===== src/rtl/isolde_vlen_batch_assembler_if.sv =====
// Handshake bundle between the IF stage, the batch assembler and the ISOLDE decoder.
// The slave modport is the assembler's view; master is the fetch/decode side.
interface isolde_vlen_batch_assembler_if;
  logic              fetch_valid_i;
  logic [31:0]       fetch_rdata_i;
  logic              fetch_ready_o;
  logic              batch_valid_o;
  logic [4:0][31:0]  batch_o;
  logic [2:0]        batch_len_o;
  logic              batch_illegal_o;
  logic              batch_ready_i;

  modport slave (
    input  fetch_valid_i,
    input  fetch_rdata_i,
    output fetch_ready_o,
    output batch_valid_o,
    output batch_o,
    output batch_len_o,
    output batch_illegal_o,
    input  batch_ready_i
  );

  modport master (
    output fetch_valid_i,
    output fetch_rdata_i,
    input  fetch_ready_o,
    input  batch_valid_o,
    input  batch_o,
    input  batch_len_o,
    input  batch_illegal_o,
    output batch_ready_i
  );
endinterface


===== src/rtl/isolde_vlen_batch_assembler.sv =====
// Collects an ISOLDE variable-length instruction (head + up to 4 extension words)
// into a 5-slot batch and hands it to the decoder over valid/ready.
//
// state   | meaning
// IDLE    | waiting for a head word, fetch_ready high
// COLLECT | head latched, gathering extension words into slot[cnt]
// PRESENT | batch complete, batch_valid high, fetch stalled
module isolde_vlen_batch_assembler #(
  parameter logic [6:0] ISOLDE_OPCODE = 7'b1111011
) (
  input  logic                          clk_i,
  input  logic                          rst_i,
  input  logic                          flush_i,
  output logic                          busy_o,
  isolde_vlen_batch_assembler_if.slave  bus
);

  localparam logic [1:0] S_IDLE    = 2'd0;
  localparam logic [1:0] S_COLLECT = 2'd1;
  localparam logic [1:0] S_PRESENT = 2'd2;

  logic [1:0]       state_q, state_d;
  logic [2:0]       cnt_q, cnt_d;
  logic [4:0][31:0] batch_q, batch_d;
  logic [2:0]       len_q, len_d;
  logic             illegal_q, illegal_d;
  logic             valid_q, valid_d;
  logic             busy_q, busy_d;

  logic             fetch_ready;
  logic             accept;
  logic [2:0]       nnn;
  logic [2:0]       head_len;
  logic             head_illegal;

  assign nnn = bus.fetch_rdata_i[14:12];

  // Length decode of the word currently offered; only used when it is a head.
  always_comb begin
    head_len     = 3'd1;
    head_illegal = 1'b0;
    if (bus.fetch_rdata_i[1:0] != 2'b11) begin
      head_illegal = 1'b1;
    end else if (bus.fetch_rdata_i[6:0] == ISOLDE_OPCODE) begin
      if (nnn <= 3'd4) begin
        head_len = nnn + 3'd1;
      end else begin
        head_illegal = 1'b1;
      end
    end
  end

  // Ready depends only on state and flush so the fetch side sees no comb loop.
  assign fetch_ready = ~flush_i & ((state_q == S_IDLE) | (state_q == S_COLLECT));
  assign accept      = bus.fetch_valid_i & fetch_ready;

  always_comb begin
    state_d   = state_q;
    cnt_d     = cnt_q;
    batch_d   = batch_q;
    len_d     = len_q;
    illegal_d = illegal_q;

    if (flush_i) begin
      state_d   = S_IDLE;
      cnt_d     = 3'd0;
      batch_d   = '0;
      len_d     = 3'd0;
      illegal_d = 1'b0;
    end else begin
      case (state_q)
        S_IDLE: begin
          if (accept) begin
            batch_d    = '0;
            batch_d[0] = bus.fetch_rdata_i;
            len_d      = head_len;
            illegal_d  = head_illegal;
            if (head_len == 3'd1) begin
              state_d = S_PRESENT;
            end else begin
              cnt_d   = 3'd1;
              state_d = S_COLLECT;
            end
          end
        end
        S_COLLECT: begin
          if (accept) begin
            for (int i = 1; i < 5; i++) begin
              if (cnt_q == 3'(i)) batch_d[i] = bus.fetch_rdata_i;
            end
            // cnt parks at 0 after the last slot so it never runs past len-1
            if (cnt_q == len_q - 3'd1) begin
              cnt_d   = 3'd0;
              state_d = S_PRESENT;
            end else begin
              cnt_d = cnt_q + 3'd1;
            end
          end
        end
        S_PRESENT: begin
          if (bus.batch_ready_i) state_d = S_IDLE;
        end
        default: begin
          state_d = S_IDLE;
          cnt_d   = 3'd0;
        end
      endcase
    end

    valid_d = (state_d == S_PRESENT);
    busy_d  = (state_d == S_COLLECT);
  end

  always_ff @(posedge clk_i) begin
    if (rst_i) begin
      state_q   <= S_IDLE;
      cnt_q     <= 3'd0;
      batch_q   <= '0;
      len_q     <= 3'd0;
      illegal_q <= 1'b0;
      valid_q   <= 1'b0;
      busy_q    <= 1'b0;
    end else begin
      state_q   <= state_d;
      cnt_q     <= cnt_d;
      batch_q   <= batch_d;
      len_q     <= len_d;
      illegal_q <= illegal_d;
      valid_q   <= valid_d;
      busy_q    <= busy_d;
    end
  end

  assign bus.fetch_ready_o   = fetch_ready;
  assign bus.batch_valid_o   = valid_q;
  assign bus.batch_o         = batch_q;
  assign bus.batch_len_o     = len_q;
  assign bus.batch_illegal_o = illegal_q;
  assign busy_o              = busy_q;

endmodule


===== src/flat_wrapper.sv =====
// flat-port wrapper written by rule: the top's interface ports become plain ports
module isolde_vlen_batch_assembler_flat 
#(
  parameter logic [6:0] ISOLDE_OPCODE = 7'b1111011
)
  (clk_i, rst_i, flush_i, busy_o, bus_fetch_valid_i, bus_fetch_rdata_i, bus_fetch_ready_o, bus_batch_valid_o, bus_batch_o, bus_batch_len_o, bus_batch_illegal_o, bus_batch_ready_i);
  isolde_vlen_batch_assembler_if bus_i ();
  input  logic clk_i;
  input  logic rst_i;
  input  logic flush_i;
  output logic busy_o;
  input wire logic [$bits(bus_i.fetch_valid_i)-1:0] bus_fetch_valid_i;
  input wire logic [$bits(bus_i.fetch_rdata_i)-1:0] bus_fetch_rdata_i;
  output wire logic [$bits(bus_i.fetch_ready_o)-1:0] bus_fetch_ready_o;
  output wire logic [$bits(bus_i.batch_valid_o)-1:0] bus_batch_valid_o;
  output wire logic [$bits(bus_i.batch_o)-1:0] bus_batch_o;
  output wire logic [$bits(bus_i.batch_len_o)-1:0] bus_batch_len_o;
  output wire logic [$bits(bus_i.batch_illegal_o)-1:0] bus_batch_illegal_o;
  input wire logic [$bits(bus_i.batch_ready_i)-1:0] bus_batch_ready_i;
  assign bus_i.fetch_valid_i = bus_fetch_valid_i;
  assign bus_i.fetch_rdata_i = bus_fetch_rdata_i;
  assign bus_fetch_ready_o = bus_i.fetch_ready_o;
  assign bus_batch_valid_o = bus_i.batch_valid_o;
  assign bus_batch_o = bus_i.batch_o;
  assign bus_batch_len_o = bus_i.batch_len_o;
  assign bus_batch_illegal_o = bus_i.batch_illegal_o;
  assign bus_i.batch_ready_i = bus_batch_ready_i;
  isolde_vlen_batch_assembler #(.ISOLDE_OPCODE(ISOLDE_OPCODE)) u_core (.clk_i(clk_i), .rst_i(rst_i), .flush_i(flush_i), .busy_o(busy_o), .bus(bus_i));
endmodule

===== config.mk =====
export PLATFORM = sky130hd
export DESIGN_NAME = isolde_vlen_batch_assembler_flat
export DESIGN_NICKNAME = d
export VERILOG_FILES = /design/src/rtl/isolde_vlen_batch_assembler_if.sv /design/src/rtl/isolde_vlen_batch_assembler.sv /design/src/flat_wrapper.sv
export SDC_FILE = /design/constraint.sdc
export NUM_CORES = 1
export LEC_CHECK = 0
export ABC_AREA = 1
export BUFFER_PORTS_ARGS = -buffer_cell sky130_fd_sc_hd__buf_2
export CAP_MARGIN = 30
export CORE_MARGIN = 1.5
export CORE_UTILIZATION = 30
export CTS_CLUSTER_SIZE = 40
export DETAILED_ROUTE_END_ITERATION = 8
export SLEW_MARGIN = 40
export SYNTH_ARGS = -nofsm -noshare
export SYNTH_HDL_FRONTEND = slang
export SYNTH_SLANG_ARGS = --single-unit
export TNS_END_PERCENT = 30

===== constraint.sdc =====
create_clock -name clk_i -period 2.9 [get_ports clk_i]
set_input_delay 0.58 -clock clk_i [delete_from_list [all_inputs] [get_ports clk_i]]
set_output_delay 0.58 -clock clk_i [all_outputs]
set_load 0.02 [all_outputs]

==> results, run 1 <==
- The run finished with clean final reports.
- The count of H-tree levels built during CTS is 4.
- Synthesis handed over a netlist of 749 instances.
- The wire length of the first global-routing pass is 30.1 mm.
- The synthesized design contains 0 enable-type register cells.
- In the final layout, the share of cells above drive strength 1 is 0.278.
- The setup violation total in the final timing report is 0.
- Clock tree synthesis inserted a total of 17 buffers.
- The global placement routability congestion is 0.802.
- The share of the Yosys chip area taken by registers is 0.555.
- Of all flip-flops after synthesis, the portion carrying an async set or reset was 0.
- The final worst-path cycle share is 0.646.
- Data arrives at the worst endpoint at 2.21 ns.
- The total global-route track usage is 0.179.
- The final-layout setup total negative slack is 0 ns.
- The final number of max-transition violations is 0.
- The endpoint required time on the critical path is 3.23 ns.
- For this design the static power due to leakage is 3.77 nW.
- The net switching fraction of the power is 0.251.
- Setup repair after global routing left no endpoint under its margin.
- For this design, the CTS-stage hold fixing added 0 buffers.
- Row generation in the floorplan step produced 52 rows.
- The number of cells on the worst reg-to-reg path is 5.
- The final number of hold-violating endpoints is 0.
- The layout overhead on the synthesized area is 29.7%.
- The critical hold path startpoint is bus_fetch_rdata_i[31].
- TritonCTS built the clock tree.
- The cell taking the most area after synthesis is dfxtp_1.
- For hold timing, the worst endpoint is u_core.bus.batch_o[31].
- 0 antenna diodes ended up in the layout.
- The proportion of power drawn by flip-flops and latches is 0.475.
- In this run the worst path has a maximum fanout of 16.
- The ratio of routed vias to standard cells is 4.67.
- Hold timing on the final database bottoms out at a slack of 0.412 ns.
- The clock group share of total power is 0.439.
- The internal power consumption is 3.87 mW.
- Of the total power, combinational logic draws 0.086.
- In this run the power spent charging and discharging nets is 1.29 mW.
- The antenna violation net count after detailed routing is 0.
- The number of warnings issued by yosys is 0.
- The area of the die is 21,400 sq um.
- Buffers placed on the I/O ports in this run total 203.
- The width of the chip is 146 um.
- No sink is reached through more buffers than the 2 on the longest clock path.
- The routed via count is 5,675.
- The region available for standard cell placement spans 20,200 sq um.
- The post-synthesis average cell area is 8.24 sq um.
- In this run the cell area of the synthesized design comes to 6170 sq um.
- Sorting the synthesized cells by area gives the leading types as dfxtp_1, o21ai_0, a21oi_1.
- Entering global routing, the biggest net connects 70 pins.
- The number of clock sinks is 171.
- The actual transition at the worst max-transition pin is 0.609 ns.
- Before antenna repair, the detailed router went through 5 iterations.
- Leaving out filler cells and counting taps, the final layout contains 1,214.
- The clock reaches the later pin of the worst-skew pair after 0.41 ns.
- The number of remaining DRC errors is 0.
- The cell depth of the worst hold path is 3.
- The kind of end point of the critical path is a register.
- The fmax is 534 MHz.
- The standard cell area after detailed placement is 7420 sq um.
- The buffers inserted during post-CTS setup optimization is 0.
- The floorplan step set the die height to 146 um.
- The minimum clock period after layout is 1.87 ns.
- For this run the aggregate overflow at the end of global routing stands at 0.
- The worst setup path is launched from a register.
- The startpoint of the worst-slack reg-to-reg timing path is u_core.state_q[0].
- The setup check on the worst reg-to-reg path leaves a slack of 1.03 ns.
- Across the VDD grid, the largest voltage drop is 0.000370 V.
- The number of cells upsized or downsized after cts is 0.
- The final clock skew is 0.00843 ns.
- The HPWL after detailed placement is 13.4 mm.
- The average wire per standard cell is 15.7 um.
- Pin placement for this block handled 204 I/O pins.
- The path class of the tightest hold or removal check is in -> reg.
- Synthesis inferred 171 register bits.
- The completed layout was analyzed and its total power is 5.16 mW.
- The via count of the first global-routing pass was 5,274.
- The number of antenna violations at the first check in global routing came to 0.
- The number of maximum-capacitance violations is 0.
- In this run the power density over the cells is 646 nW/um^2.
- The clock root buffer is clkbuf_16.
- The worst register-to-register path ends at u_core.bus.batch_o[114].
- Across all setup checks in the final design, the least slack found is 1.03 ns.
- The end-of-flow core utilization is 0.397.
- The routed design has 19.0 mm of wire.
- The category of the critical setup timing path is reg -> reg.
- The starting utilization of the core area is 0.306.
- The share of the synthesized area in the top cell type is 0.555.
- The design area is 8000 sq um.
- Counting every net in the synthesized netlist gives 794.
- Measured against its own limit, the worst slew margin works out to 0.593.
- The most frequently used flop master after synthesis is dfxtp_1.
- Counting tap cells, the placed design contains a total of 1,184 instances.
- At the end of the flow, the number of nets in the layout was 978.
- The number of different library cells in the post-synthesis netlist is 26.
- After clock tree synthesis, the clock-pin slew on the worst setup and hold paths is 0.07 ns.
- The violation count after the first detailed-routing iteration is 334.
- Before CTS, the worst setup slack after placement is 0.809 ns.
per-layer routing:
metal  GRT usage  share of wire
met2       0.288           0.46
met1       0.239           0.46
met3      0.0500          0.072
met5           0              0
met4      0.0444         0.0085
worst max-delay path, cell delays in order (launching register included):
cell and delay (ns):
dfxtp_1 0.43, nand2_2 0.27, inv_1 0.37, buf_4 0.31
nand2_1 0.17, a211oi_1 0.24
layout by cell type (no fill, tap or decap), types with 3 or more instances in the layout:
cell type and instances:
ha_1 8, buf_2 203, dfxtp_1 171, inv_6 3
buf_12 3, clkinvlp_4 3, o21ai_1 8, inv_1 32
nand2_1 52, a21oi_1 120, nand3_1 7, nor2_4 5
clkbuf_16 17, buf_4 11, nor2_1 119, o21ai_0 156
inv_2 6
cells in the mapped netlist (3+ instances only):
cell,count
a21oi_1,120
buf_2,16
buf_4,3
buf_6,5
clkbuf_1,27
dfxtp_1,171
ha_1,8
inv_1,32
inv_2,6
nand2_1,52
nand3_1,7
nor2_1,121
nor2_2,3
o21ai_0,156
o21ai_1,8
kinds of logic (layout without fill, tap and decap cells):
logic type | count (synthesis) | in the layout | share of synthesized area
compound gates | 291 | 291 | 0.241
simple gates | 188 | 188 | 0.120
flops | 171 | 171 | 0.555
xor+xnor | 1 | 1 | 0.00142
buf+inv | 90 | 285 | 0.0661
fa+ha+maj | 8 | 8 | 0.0162
worst max path at each step:
stage / depth (start not counted) / startpoint / to / slack [ns]
after floorplan: 6 / flush_i / u_core.bus.batch_o[36] / 1.17
after global placement: 7 / flush_i / u_core.bus.batch_o[153] / 0.85
after detailed placement: 7 / flush_i / u_core.bus.batch_o[154] / 0.81
after CTS: 5 / u_core.state_q[0] / u_core.bus.batch_o[114] / 0.97
after global routing: 7 / u_core.state_q[1] / u_core.bus.batch_o[152] / 0.83
final: 5 / u_core.state_q[0] / u_core.bus.batch_o[114] / 1.03
flip-flops by register name (all words and copies together) (netlist names):
| name | count |
|---|---|
| u_core.bus.batch_valid_o | 1 |
| u_core.bus.batch_illegal_o | 1 |
| u_core.state_q | 2 |
| u_core.bus.batch_len_o | 3 |
| u_core.busy_o | 1 |
| u_core.cnt_q | 3 |
| u_core.bus.batch_o | 160 |
final cells by class:
| class | instances | area, sq um |
|---|---|---|
| tap | 270 | 338 |
| multi-input combinational | 488 | 2360 |
| clock inverter | 9 | 114 |
| timing repair buffer | 217 | 1160 |
| sequential | 171 | 3420 |
| fill | 2079 | 12200 |
| clock buffer | 21 | 460 |
| inverter | 38 | 143 |
power groups by stage:
stage,Combinational (mW),Sequential [mW],Clock (mW)
detailed placement,0.449,2.50,0
global placement,0.445,2.51,0
global route,0.491,2.46,2.43
CTS,0.450,2.45,2.31
floorplan,0.194,2.59,0
finish,0.445,2.45,2.26
Note: power is estimated with default switching activity, not from simulation.
==> run 2: changes to the inputs <==
==> constraint.sdc (replaced) <==
create_clock -name clk_i -period 1.7 [get_ports clk_i]
set_input_delay 0.34 -clock clk_i [delete_from_list [all_inputs] [get_ports clk_i]]
set_output_delay 0.34 -clock clk_i [all_outputs]
set_load 0.02 [all_outputs]
==> run 2 against run 1 <==
Sequential cell count is the same. Critical path type unchanged. Critical path depth grew 2. Core utilization grew 1.5 points.
==> results, run 2 (same netlist as run 1, synthesis figures left out) <==
- The initial utilization of the core area, before any placement, comes to 0.306.
- The run finished with clean final reports.
- The quantity of I/O buffers inserted on ports is 203.
- Registers take 3420 sq um.
- The category of the critical setup timing path is reg -> reg.
- The power density of the placed cells is 1090 nW/um^2.
- STA classifies the critical path endpoint as a register.
- The arrival time at the worst endpoint is 1.88 ns.
- Hold repair after CTS inserted 0 buffers.
- The total global-route track usage is 0.181.
- After global routing the overflow that remains totals 0.
- The via count of the first global-routing pass is 5,474.
- At the later pin of the worst-skew pair, clock insertion delay measures 0.42 ns.
- The multi-input combinational cells in the finished layout cover a total of 2380 sq um.
- The die is 146 um wide.
- The top cell types in the final layout, fill and taps aside, are buf_2, dfxtp_1, o21ai_0.
- The die is 146 um tall.
- The clock-pin slew of the registers on the worst-case setup and hold paths is 0.07 ns.
- The detailed-router iteration count before antenna repair is 5.
- Traced cell by cell, the critical path runs through inv_1 > ha_1 > a21oi_2 > nor2_4 > buf_12 > o21ai_0 > a21oi_1.
- Setup repair after global routing left no endpoint under its margin.
- The filler cells instantiated in the layout total 2,088.
- The slowest cell on the critical path is dfxtp_1.
- Subtracting the final worst setup slack from the clock period gives 1.57 ns.
- The fmax is 636 MHz.
- The global placement routability congestion is 0.800.
- The routed via count is 5,793.
- The final number of hold-violating endpoints is 0.
- No sink is reached through more buffers than the 2 on the longest clock path.
- The number of maximum-capacitance violations is 0.
- The final HPWL from detailed placement is 13.7 mm.
- The worst hold path belongs to the class in -> reg.
- For the pin with the worst max-slew slack, the measured transition is 0.428 ns.
- The ratio of routed vias to standard cells is 4.70.
- The largest single stage delay on the critical path is 0.39 ns.
- The most frequent standard cell in the layout excluding fill and tap cells is buf_2.
- Setup violations remaining at the end of the flow were counted as 0.
- The final worst-path cycle share is 0.925.
- In this run the remaining antenna-violating nets after routing total 0.
- For the final database, setup skew stands at 0.0108 ns.
- Entering global routing, the biggest net connects 54 pins.
- The count of H-tree levels built during CTS is 4.
- The area of the die is 21,400 sq um.
- 204 I/O pins were placed.
- In the final routed layout, each cell accounts on average for 15.4 um.
- The share of layout cells above drive strength 1 is 0.297.
- The clock root buffer is clkbuf_16.
- The wire length of the first global-routing pass is 30.2 mm.
- The element type at the critical path start is a register.
- The area of the core is 20,200 sq um.
- The post-placement worst setup slack is 0.0414 ns.
- The violation count after the first detailed-routing iteration is 221.
- The register with the most flip-flops in the layout has 160 of them.
- TritonCTS built the clock tree.
- The initialized floorplan defines 52 standard-cell rows.
- The maximum ir drop on the vdd rail is 0.000595 V.
- The critical-path maximum fanout is 48.
- The number of remaining DRC errors is 0.
- The tree built by TritonCTS fans out to 171 sinks.
- Summed over all cells, the static leakage comes to 3.92 nW.
- The final layout contains routed wiring with a total length of 19.0 mm.
- The number of antenna violations at the first check in global routing is 0.
- The endpoint required time on the critical path is 2.01 ns.
- At the end of the flow, the number of nets in the layout was 994.
- The number of cells upsized or downsized after cts is 0.
- The worst slew margin relative to its limit is 0.713.
- The final-layout setup total negative slack is 0 ns.
- The final number of max-transition violations is 0.
- The diode insertion count for antenna repair is 0.
- The layout overhead on the synthesized area is 34.4%.
- The buffers inserted during post-CTS setup optimization is 0.
- The minimum setup slack in the final design is 0.128 ns.
- Clock tree synthesis inserted a total of 17 buffers.
run 2: cell count changes in the layout (fill, tap and decap cells not counted), sizes merged:
cell / previous run / this run
buf: 217 / 233
inv: 41 / 45
clkinvlp: 3 / 0
clkbuf: 21 / 19
clkinv: 1 / 4
run 2: path summary, 6_finish.rpt:
path | start | endpoint | slack, ns | cells past startpoint
max | u_core.cnt_q[0] | u_core.bus.batch_o[69] | 0.13 | 7
min reg2reg | u_core.bus.batch_o[110] | u_core.bus.batch_o[110] | 0.48 | 2
max reg2reg | u_core.cnt_q[0] | u_core.bus.batch_o[69] | 0.13 | 7
min | bus_fetch_rdata_i[7] | u_core.bus.batch_o[7] | 0.15 | 3
run 2: area by class of cell:
class                      instances  share of cell area
clock buffer                      19              0.0546
clock inverter                    13              0.0187
inverter                          38              0.0172
multi-input combinational        488               0.287
sequential                       171               0.413
tap                              270              0.0407
timing repair buffer             233               0.169
run 2: worst max-delay path: cells and delay by family (launching register included):
kind                       cells  cell delay, ns
DFF                            1            0.39
AOI/OAI and AO/OA              3            0.45
and+or+nand+nor                1            0.06
buffers and inverters          2            0.30
adders and majority gates      1            0.23
run 2: power by group:
group | switching (mW) | total (mW) | internal (mW)
logic | 0.538 | 0.821 | 0.283
registers | 0.0585 | 4.18 | 4.13
clock network | 1.74 | 4.03 | 2.29
total | 2.34 | 9.04 | 6.70
run 2: stage by stage:
step                area [sq um]  hold slack (ns)  total power [mW]   util  cells
finish                      8290            0.153              9.04  0.411   1232
global route                8290            0.150              9.39  0.411   1232
CTS                         8280            0.132              9.13  0.410   1232
detailed placement          7670            0.468              5.10  0.380   1200
global placement            7670            0.458              5.09  0.380   1200
floorplan                   6170            0.475              4.75      -    749
run 2: metal layers:
| metal | vias up | wire [um] | global-route usage | share of wire |
|---|---|---|---|---|
| met5 | - | 0 | 0 | 0 |
| met4 | 0 | 237 | 0.0576 | 0.012 |
| met3 | 21 | 1330 | 0.0544 | 0.070 |
| met2 | 183 | 8800 | 0.292 | 0.46 |
| met1 | 2657 | 8630 | 0.231 | 0.45 |
| li1 | 2932 | - | - | - |
==> run 3: changes to the inputs <==
--- a/config.mk
+++ b/config.mk
@@ -9,9 +9,10 @@
 export BUFFER_PORTS_ARGS = -buffer_cell sky130_fd_sc_hd__buf_2
 export CAP_MARGIN = 30
 export CORE_MARGIN = 1.5
-export CORE_UTILIZATION = 30
+export CORE_UTILIZATION = 38
 export CTS_CLUSTER_SIZE = 40
 export DETAILED_ROUTE_END_ITERATION = 8
+export PLACE_DENSITY = 0.65
 export SLEW_MARGIN = 40
 export SYNTH_ARGS = -nofsm -noshare
 export SYNTH_HDL_FRONTEND = slang
==> run 3 against run 2 <==
Sequential power hardly changed. Sequential share of layout area is 0.49 points higher. Clock skew is 0.0027 ns lower. Wire length is 4.8% lower. Cell area is 1.1% lower. First-iteration DRC count is 41% higher. Hold slack better by 0.0073 ns. Sequential cell count stayed put. Core utilization is 11 points higher. Final cell count is 4.6% lower. Register-to-register slack hardly changed. Largest power group unchanged.
==> results, run 3 (same netlist as run 1, synthesis figures left out) <==
- The critical-path maximum fanout is 44.
- The critical hold path startpoint is bus_fetch_rdata_i[15].
- The number of remaining DRC errors is 0.
- The endpoint required time on the critical path is 2.00 ns.
- STA classifies the critical path startpoint as a register.
- The worst setup path is of the reg -> reg kind.
- The wire length of the first global-routing pass is 27.8 mm.
- The initial utilization of the core area, before any placement, comes to 0.388.
- The startpoint of the worst-slack reg-to-reg timing path is u_core.cnt_q[1].
- In the final layout, the multi-input gates occupy 2380 sq um.
- Dividing the detail-routed via count by the number of cells gives 4.86.
- Across every metal layer, demand over resource in global routing totals 0.213.
- The share of total power dissipated in sequential elements is 0.462.
- The most frequent standard cell in the layout excluding fill and tap cells is buf_2.
- At the later pin of the worst-skew pair, clock insertion delay measures 0.42 ns.
- VDD sags by at most 0.000665 V.
- The filler-free cell count of the finished design is 1,175.
- The area of the die is 17,000 sq um.
- Setup violations remaining at the end of the flow were counted as 0.
- For this design the static power due to leakage is 3.90 nW.
- The vertical extent of the die is 130 um.
- The largest net degree at the start of global routing is 60.
- The combined flip-flop and latch cell area is 3430 sq um.
- The number of maximum-capacitance violations is 0.
- The TritonCTS clock tree is done.
- In the final routed layout, each cell accounts on average for 15.4 um.
- Setup repair after global routing left no endpoint under its margin.
- The combinational share of power is 0.088.
- The final-layout setup total negative slack is 0 ns.
- The global placement routability congestion is 0.813.
- The register with the most flip-flops in the layout has 160 of them.
- The layout overhead on the synthesized area is 33.0%.
- The run finished with clean final reports.
- Across the routed clock network, the largest skew measured is 0.00813 ns.
- The number of filler instances in the final layout is 1,558.
- The number of cells in the design after placement is 1,143.
- The worst pin sits at a relative slew slack of 0.732.
- The total detailed-routing wirelength is 18.1 mm.
- The worst hold path belongs to the class in -> reg.
- During placement, the flow inserted port buffers numbering 203.
- The hold-fix buffer count after cts is 0.
- The actual transition at the worst max-transition pin is 0.400 ns.
- The arrival time at the worst endpoint is 1.85 ns.
- The clock tree buffer depth is 2.
- The internal power consumption is 6.79 mW.
- The via count of the first global-routing pass is 5,227.
- In this run the number of H-tree levels came out at 4.
- The detail route stage leaves a number of antenna-violating nets equal to 0.
- The detailed-router iteration count before antenna repair is 4.
- STA classifies the critical path endpoint as a register.
- The total overflow left after global routing is 0.
- The number of clock sinks is 171.
- In the layout the commonest cells are buf_2, dfxtp_1, o21ai_0.
- For this design the ratio of total power to cell area is 1100 nW/um^2.
- The area of the core is 15,900 sq um.
- The number of buffers created by CTS is 17.
- The root buffer cell chosen for the clock tree is clkbuf_16.
- For this block, the initial DRC count from the detailed router was 311.
- The number of top-level pins is 204.
- The final number of max-transition violations is 0.
- In this run the horizontal extent of the chip is 130 um.
- The share of layout cells above drive strength 1 is 0.298.
- The routed layout has 5,716 vias.
- The number of standard-cell rows in the floorplan is 46.
- The fmax is 642 MHz.
- The launching element of the worst setup path is u_core.cnt_q[1].
- The diode insertion count for antenna repair is 0.
- The share of total power dissipated in the clock network is 0.449.
- The final worst-path cycle share is 0.916.
- Of the total power, the share spent switching nets is 0.250.
- In this run the power spent charging and discharging nets is 2.27 mW.
- The total number of nets in the final design is 991.
- The minimum clock period after layout is 1.56 ns.
- The number of antenna violations at the first check in global routing is 0.
- The clock-pin slew of the registers on the worst-case setup and hold paths is 0.07 ns.
- The final HPWL from detailed placement is 12.8 mm.
- The final number of hold-violating endpoints is 0.
[run 3: final cells by class]
cell class | instances | area share
multi-input combinational | 488 | 0.290
tap | 216 | 0.0329
clock inverter | 14 | 0.0221
timing repair buffer | 230 | 0.166
clock buffer | 18 | 0.0535
sequential | 171 | 0.418
inverter | 38 | 0.0174
[run 3: power groups by stage]
| stage | clock network [mW] | logic, mW | registers [mW] |
|---|---|---|---|
| after floorplan | 0 | 0.331 | 4.42 |
| after global placement | 0 | 0.794 | 4.27 |
| after detailed placement | 0 | 0.801 | 4.27 |
| after CTS | 4.15 | 0.802 | 4.19 |
| after global routing | 4.33 | 0.884 | 4.20 |
| final | 4.07 | 0.800 | 4.19 |
[run 3: metrics by stage]
step / area [sq um] / util / total power [mW] / setup slack, ns / hold slack, ns
after floorplan: 6170 / - / 4.75 / 0.141 / 0.475
after global placement: 7550 / 0.476 / 5.07 / 0.115 / 0.460
after detailed placement: 7550 / 0.476 / 5.07 / 0.0802 / 0.467
after CTS: 8180 / 0.515 / 9.13 / 0.104 / 0.145
after global routing: 8200 / 0.516 / 9.41 / 0.00445 / 0.161
final: 8200 / 0.516 / 9.06 / 0.143 / 0.160
[run 3: critical path, stage by stage (launching register included)]
cell     delay (ns)
dfxtp_1        0.41
inv_1          0.09
ha_1           0.19
a21oi_1        0.24
nor2_4         0.08
buf_12         0.18
o21ai_0        0.18
a21oi_1        0.06
[run 3: metal layers]
metal / track usage / share of wire / up-vias
met1: 0.279 / 0.46 / 2609
met3: 0.0603 / 0.063 / 19
met5: 0 / 0 / -
met4: 0.0821 / 0.019 / 0
met2: 0.335 / 0.45 / 173
li1: - / - / 2915
[run 3: worst paths after layout]
path / end / slack (ns) / cells after the start
max: u_core.bus.batch_o[58] / 0.14 / 7
min: u_core.bus.batch_o[15] / 0.16 / 3
max reg2reg: u_core.bus.batch_o[58] / 0.14 / 7
min reg2reg: u_core.bus.batch_o[105] / 0.48 / 2
[run 3: timing repair]
| item | CTS | global route |
|---|---|---|
| setup endpoints to repair | 0 | 19 |
| resized for setup | 0 | 8 |
| buffers inserted | 0 | 0 |
